File: config.mk
export PLATFORM = sky130hd
export DESIGN_NAME = countdown_timer_ctrl_flat
export DESIGN_NICKNAME = d
export VERILOG_FILES = /design/src/rtl/countdown_timer_ctrl_pkg.sv /design/src/rtl/countdown_timer_ctrl_if.sv /design/src/rtl/countdown_timer_ctrl_prescaler.sv /design/src/rtl/countdown_timer_ctrl.sv /design/src/flat_wrapper.sv
export SDC_FILE = /design/constraint.sdc
export NUM_CORES = 1
export LEC_CHECK = 0
export CAP_MARGIN = 0
export CELL_PAD_IN_SITES_DETAIL_PLACEMENT = 0
export CELL_PAD_IN_SITES_GLOBAL_PLACEMENT = 2
export CORE_ASPECT_RATIO = 0.75
export CORE_UTILIZATION = 36
export CTS_BUF_LIST = sky130_fd_sc_hd__clkbuf_16
export CTS_CLUSTER_DIAMETER = 120
export CTS_CLUSTER_SIZE = 8
export DETAILED_ROUTE_END_ITERATION = 8
export PLACE_DENSITY_LB_ADDON = 0.1
export SYNTH_ARGS = -nofsm -noshare
export SYNTH_HDL_FRONTEND = slang
export SYNTH_HIERARCHICAL = 1
export SYNTH_SLANG_ARGS = --single-unit
File: constraint.sdc
create_clock -name sysclk -period 6.9 [get_ports sysclk]
set_input_delay 0.69 -clock sysclk [delete_from_list [all_inputs] [get_ports sysclk]]
set_output_delay 0.69 -clock sysclk [all_outputs]
set_load 0.1 [all_outputs]
File: src/rtl/countdown_timer_ctrl_pkg.sv
`default_nettype none
// ============================================================================
// Module   : timer_pkg
// Brief    : Shared types and BCD helpers for the MM:SS countdown controller.
// Revision : 1.0 - initial release
// ============================================================================
package timer_pkg;

   typedef enum logic [1:0] {
      IDLE   = 2'd0,
      RUN    = 2'd1,
      PAUSED = 2'd2,
      DONE   = 2'd3
   } state_t;

   localparam logic [3:0] C_DIGIT_MAX = 4'd9;
   localparam logic [3:0] C_TENS_MAX  = 4'd5;

   typedef struct packed {
      logic [7:0] mm;
      logic [7:0] ss;
      logic       zero;
   } mmss_dec_t;

   function automatic logic bcd_valid(input logic [7:0] v);
      return (v[7:4] <= C_TENS_MAX) && (v[3:0] <= C_DIGIT_MAX);
   endfunction

   // One 00..59 field minus one; 00 rolls to 59 so the caller can borrow.
   function automatic logic [7:0] bcd_dec_field(input logic [7:0] v);
      if (v[3:0] != 4'd0)
         return {v[7:4], v[3:0] - 4'd1};
      else if (v[7:4] != 4'd0)
         return {v[7:4] - 4'd1, C_DIGIT_MAX};
      else
         return {C_TENS_MAX, C_DIGIT_MAX};
   endfunction

   function automatic mmss_dec_t bcd_dec_mmss(input logic [7:0] mm, input logic [7:0] ss);
      mmss_dec_t r;
      r.mm = mm;
      r.ss = ss;
      // 00:00 saturates instead of wrapping.
      if ((mm != 8'h00) || (ss != 8'h00)) begin
         r.ss = bcd_dec_field(ss);
         if (ss == 8'h00)
            r.mm = bcd_dec_field(mm);
      end
      r.zero = (r.mm == 8'h00) && (r.ss == 8'h00);
      return r;
   endfunction

endpackage
`default_nettype wire

File: src/rtl/countdown_timer_ctrl_if.sv
`default_nettype none
// ============================================================================
// Module   : countdown_timer_ctrl_if
// Brief    : Button pulses, preset and display-side outputs of the timer.
// Revision : 1.0 - initial release
// ============================================================================
interface countdown_timer_ctrl_if;
   logic       start;
   logic       pause;
   logic       clear;
   logic [7:0] preset_min;
   logic [7:0] preset_sec;
   logic [7:0] min_bcd;
   logic [7:0] sec_bcd;
   logic       running;
   logic       done;
   logic       tick;

   modport master (
      output start, pause, clear, preset_min, preset_sec,
      input  min_bcd, sec_bcd, running, done, tick
   );

   modport slave (
      input  start, pause, clear, preset_min, preset_sec,
      output min_bcd, sec_bcd, running, done, tick
   );
endinterface
`default_nettype wire

File: src/rtl/countdown_timer_ctrl_prescaler.sv
`default_nettype none
// ============================================================================
// Module   : tick_prescaler
// Brief    : Counts 0..TICK_CYCLES-1 while enabled; wrap flags the last count.
// Revision : 1.0 - initial release
// ============================================================================
module tick_prescaler #(
   parameter int TICK_CYCLES = 100_000_000
) (
   input  wire logic sysclk,
   input  wire logic rst_n,
   input  wire logic en,
   input  wire logic clr,
   output logic      wrap
);
   localparam int             C_CNT_W = (TICK_CYCLES > 1) ? $clog2(TICK_CYCLES) : 1;
   localparam logic [C_CNT_W-1:0] C_LAST = C_CNT_W'(TICK_CYCLES - 1);

   logic [C_CNT_W-1:0] r_count;

   always_ff @(posedge sysclk or negedge rst_n) begin
      if (!rst_n)
         r_count <= '0;
      else if (clr)
         r_count <= '0;
      else if (en)
         r_count <= (r_count == C_LAST) ? '0 : r_count + C_CNT_W'(1);
   end

   assign wrap = en && (r_count == C_LAST);
endmodule
`default_nettype wire

File: src/rtl/countdown_timer_ctrl.sv
`default_nettype none
// ============================================================================
// Module   : countdown_timer_ctrl
// Brief    : MM:SS BCD countdown FSM driving a one-second prescaler.
// Revision : 1.0 - initial release
// ============================================================================
module countdown_timer_ctrl
   import timer_pkg::*;
#(
   parameter int TICK_CYCLES = 100_000_000
) (
   input  wire logic sysclk,
   input  wire logic rst_n,
   countdown_timer_ctrl_if.slave bus
);
   state_t     r_state, w_state_nxt;
   logic [7:0] r_min, w_min_nxt;
   logic [7:0] r_sec, w_sec_nxt;
   logic       r_tick, w_tick_nxt;
   logic       w_wrap;
   logic       w_pre_en;
   logic       w_pre_clr;
   logic       w_preset_ok;
   logic       w_preset_zero;
   mmss_dec_t  w_dec;

   assign w_pre_en      = (r_state == RUN);
   assign w_pre_clr     = (r_state == IDLE) || bus.clear;
   assign w_preset_ok   = bcd_valid(bus.preset_min) && bcd_valid(bus.preset_sec);
   assign w_preset_zero = (bus.preset_min == 8'h00) && (bus.preset_sec == 8'h00);
   assign w_dec         = bcd_dec_mmss(r_min, r_sec);

   tick_prescaler #(
      .TICK_CYCLES (TICK_CYCLES)
   ) u_prescaler (
      .sysclk (sysclk),
      .rst_n  (rst_n),
      .en     (w_pre_en),
      .clr    (w_pre_clr),
      .wrap   (w_wrap)
   );

   always_ff @(posedge sysclk or negedge rst_n) begin
      if (!rst_n) begin
         r_state <= IDLE;
         r_min   <= 8'h00;
         r_sec   <= 8'h00;
         r_tick  <= 1'b0;
      end else begin
         r_state <= w_state_nxt;
         r_min   <= w_min_nxt;
         r_sec   <= w_sec_nxt;
         r_tick  <= w_tick_nxt;
      end
   end

   always_comb begin
      w_state_nxt = r_state;
      w_min_nxt   = r_min;
      w_sec_nxt   = r_sec;
      w_tick_nxt  = 1'b0;
      unique case (r_state)
         IDLE: begin
            w_min_nxt = bus.preset_min;
            w_sec_nxt = bus.preset_sec;
            if (!bus.clear && !bus.pause && bus.start && w_preset_ok)
               w_state_nxt = w_preset_zero ? DONE : RUN;
         end
         RUN: begin
            if (bus.clear) begin
               w_state_nxt = IDLE;
            end else begin
               if (bus.pause)
                  w_state_nxt = PAUSED;
               // A wrap on the pause cycle still takes its second first.
               if (w_wrap) begin
                  w_min_nxt  = w_dec.mm;
                  w_sec_nxt  = w_dec.ss;
                  w_tick_nxt = 1'b1;
                  if (w_dec.zero)
                     w_state_nxt = DONE;
               end
            end
         end
         PAUSED: begin
            if (bus.clear)
               w_state_nxt = IDLE;
            else if (!bus.pause && bus.start)
               w_state_nxt = RUN;
         end
         DONE: begin
            w_min_nxt = 8'h00;
            w_sec_nxt = 8'h00;
            if (bus.clear)
               w_state_nxt = IDLE;
         end
         default: w_state_nxt = IDLE;
      endcase
   end

   assign bus.min_bcd = r_min;
   assign bus.sec_bcd = r_sec;
   assign bus.tick    = r_tick;
   assign bus.running = (r_state == RUN);
   assign bus.done    = (r_state == DONE);
endmodule
`default_nettype wire
File: src/flat_wrapper.sv
// flat-port wrapper written by rule: the top's interface ports become plain ports
module countdown_timer_ctrl_flat import timer_pkg::*;
#(
   parameter int TICK_CYCLES = 100_000_000
)
  (sysclk, rst_n, bus_start, bus_pause, bus_clear, bus_preset_min, bus_preset_sec, bus_min_bcd, bus_sec_bcd, bus_running, bus_done, bus_tick);
  countdown_timer_ctrl_if bus_i ();
  input  wire logic sysclk;
  input  wire logic rst_n;
  input wire logic [$bits(bus_i.start)-1:0] bus_start;
  input wire logic [$bits(bus_i.pause)-1:0] bus_pause;
  input wire logic [$bits(bus_i.clear)-1:0] bus_clear;
  input wire logic [$bits(bus_i.preset_min)-1:0] bus_preset_min;
  input wire logic [$bits(bus_i.preset_sec)-1:0] bus_preset_sec;
  output wire logic [$bits(bus_i.min_bcd)-1:0] bus_min_bcd;
  output wire logic [$bits(bus_i.sec_bcd)-1:0] bus_sec_bcd;
  output wire logic [$bits(bus_i.running)-1:0] bus_running;
  output wire logic [$bits(bus_i.done)-1:0] bus_done;
  output wire logic [$bits(bus_i.tick)-1:0] bus_tick;
  assign bus_i.start = bus_start;
  assign bus_i.pause = bus_pause;
  assign bus_i.clear = bus_clear;
  assign bus_i.preset_min = bus_preset_min;
  assign bus_i.preset_sec = bus_preset_sec;
  assign bus_min_bcd = bus_i.min_bcd;
  assign bus_sec_bcd = bus_i.sec_bcd;
  assign bus_running = bus_i.running;
  assign bus_done = bus_i.done;
  assign bus_tick = bus_i.tick;
  countdown_timer_ctrl #(.TICK_CYCLES(TICK_CYCLES)) u_core (.sysclk(sysclk), .rst_n(rst_n), .bus(bus_i));
endmodule
==> impl_metrics.json <==
{
  "outcome": "complete, no violations",
  "ys_seq_area_frac": 0.396,
  "numCtsBuffers": 5,
  "path_delay_family": "buffers and inverters",
  "cp-start-kind": "flop",
  "grt_max_degree": 47,
  "whs_ns": 0.503,
  "cts_buffer_depth": 2,
  "vias": 2851,
  "worst_slack_ns": 3.70,
  "synth_area_um2": 2910,
  "ys_warn_count": 6,
  "timing.fmax_mhz": 313,
  "fin_crit_ns": 3.20,
  "fillers": 756,
  "yosys.area.top_type": "dfrtp_1",
  "place_ws_ns": 4.01,
  "ir_drop_v": 0.0000857,
  "worstPathRequired_ns": 6.21,
  "placeableCoreArea_um2": 7570,
  "synth_seq_cells": 46,
  "routed_wl_mm": 8.89,
  "final.setup.tns_ns": 0,
  "slew_violations": 0,
  "crit_chain": "nand2b_1 -> inv_1 -> clkdlybuf4s50_1",
  "hold_viol_final": 0,
  "grt-ovfl-total": 0,
  "antenna_cells": 0,
  "tritoncts": "yes",
  "rsz0062_at_grt": "false",
  "die_w_um": 106,
  "slowest_delay_ns": 1.15,
  "clockRootBuffer": "clkbuf_16",
  "maxCapViolCount": 0,
  "drive_above_1_share": 0.0642,
  "rows": 27,
  "synth_nets": 357,
  "grt_pass1_vias": 2587,
  "antenna_found_initial": 0,
  "htreeDepth": 2,
  "p_per_area_nw_per_um2": 181,
  "fin_nets": 395,
  "hold_buffers": 0,
  "viasPerCell": 6.00,
  "postCtsSetupRepairBufs": 0,
  "critPathBufInv": 2,
  "worst_path_max_delay_cell": "clkdlybuf4s50_1",
  "place.detailed.hpwl_mm": 6.57,
  "firstDrtPassIters": 5,
  "r2r_start": "u_core/r_state[1]",
  "grt_pass1_wl_mm": 14.4,
  "ys_top_cells_by_area": "dfrtp_1 40%, nor2_1 5.9%, o21ai_0 4.3%",
  "tightest_slew_ns": 1.03,
  "finalCritPeriodShare": 0.463,
  "ant_nets": 0,
  "drcViolationCount": 0,
  "place_congestion": 0.878,
  "io_buffers": 39,
  "syn_avg_cell_area_um2": 8.68,
  "wl_per_cell_um": 18.7,
  "cts.repair.resized": 0,
  "rrSetupSlack_ns": 4.05,
  "p_leak_uw": 0.00130,
  "start_util": 0.384,
  "track_usage": 0.220,
  "relSlewSlack": 0.306,
  "crit_path_start": "u_core/r_state[1]",
  "synth_cell_type_count": 57,
  "crit_type": "reg2out",
  "area_growth_pct": 21.6,
  "drt_iter0_drc": 189,
  "synthFlopType": "dfrtp_1",
  "cts_sinks": 46,
  "die_height_um": 79.8,
  "synthArstFlopShare": 1.00,
  "worstRegToRegCells": 10,
  "path_clk_slew_ns": 0.07,
  "clock_latency_ns": 0.29,
  "setup_viol_count_final": 0,
  "reg2reg_to": "u_core/bus.min_bcd[2]",
  "cp-end-kind": "output port",
  "hold_path_class": "in2async",
  "clock_skew_ns": 0.00718,
  "worstPathArrival_ns": 2.51,
  "ios": 40,
  "cp_max_fo": 15,
  "synth_edf_count": 0,
  "syn_inst": 335,
  "die_area_um2": 8440,
  "synth_top_cell_area_share": 0.396
}
[worst max path at each step]
stage	endpoint	slack (ns)	cells past startpoint
final	bus_running	3.70	3
after detailed placement	bus_running	4.01	3
after CTS	bus_running	3.69	3
after global placement	bus_running	4.02	3
after floorplan	u_core/bus.min_bcd[7]	3.50	12
after global routing	bus_running	3.56	3
[worst reg2reg max path: cells and delay by family, from the launching register on]
kind | cells | cell delay, ns
AOI/OAI and AO/OA | 3 | 0.59
and+or+nand+nor | 4 | 0.94
buffers and inverters | 3 | 0.72
DFF | 1 | 0.45
[layout by cell type, fill, tap and decap left out, types with 3 or more instances in the layout]
master,instances
clkbuf_16,5
and2_1,6
nand3_1,14
o21ai_0,25
nand2_1,30
nor4_1,11
nor3b_1,4
o21ai_1,4
buf_4,3
inv_1,5
or2_2,3
and4_1,6
a21oi_1,15
nor2_1,46
nand2b_1,6
or4_1,7
a32oi_1,5
a21boi_0,5
nand4_1,12
dfrtp_1,46
xor2_1,14
or3_1,3
a32o_1,4
clkdlybuf4s50_1,38
a31oi_1,4
nor4b_1,3
and3_1,4
[per-layer routing]
layer  routed length [um]  GRT usage  share of wire
met5                    0          0              0
met2                 3390      0.271           0.38
met4                   49     0.0458         0.0055
met3                  649     0.0392          0.073
met1                 4810      0.374           0.54
[state kept, by name, indices dropped and copies added, names as in the netlist]
signal and cells:
u_core/bus.tick 1, u_core/u_prescaler/r_count 27, u_core/bus.min_bcd 8, u_core/r_state 2, u_core/bus.sec_bcd 8
[kinds of logic (layout without fill, tap and decap cells)]
group	after synthesis	after routing	synth area share
AOI/OAI and AO/OA	80	80	0.178
xor gates and xnor gates	16	16	0.0482
adders and majority gates	1	1	0.00430
buffers and inverters	16	55	0.0232
DFF	46	46	0.396
muxes	2	2	0.00689
and+or+nand+nor	174	174	0.344
[metrics by stage]
stage | cells | instance area (um2) | total power [uW] | util
after global routing | 475 | 3530 | 663 | 0.467
after CTS | 475 | 3530 | 644 | 0.467
after floorplan | 335 | 2910 | 361 | -
final | 475 | 3530 | 639 | 0.467
after detailed placement | 467 | 3390 | 405 | 0.448
after global placement | 467 | 3390 | 406 | 0.448
[cells in the mapped netlist, drive strengths merged, types with 5 or more instances]
| master | n |
|---|---|
| or4 | 7 |
| clkbuf | 7 |
| nor4 | 14 |
| xor2 | 14 |
| a21boi | 5 |
| nand2 | 30 |
| nand4 | 14 |
| o21ai | 29 |
| a21oi | 15 |
| nor3b | 5 |
| nor2 | 46 |
| nand2b | 6 |
| dfrtp | 46 |
| nand3 | 14 |
| a32oi | 5 |
| and4 | 6 |
| and2 | 6 |
| inv | 5 |
[report_power, final]
group          internal (uW)  switching, uW  total, uW
sequential               276           12.6        289
combinational           31.3           80.4        112
clock                    133            106        238
total                    440            199        639
[final cells by class]
| class | count | area, um2 | share of cell area |
|---|---|---|---|
| repair buffers | 42 | 408 | 0.115 |
| multi-input cells | 273 | 1690 | 0.478 |
| clock inverters | 3 | 16.3 | 0.00460 |
| flip-flops and latches | 46 | 1150 | 0.326 |
| well taps | 101 | 126 | 0.0358 |
| clock buffers | 5 | 125 | 0.0354 |
| inverters | 5 | 18.8 | 0.00531 |
(Power assumes the default switching activity.)
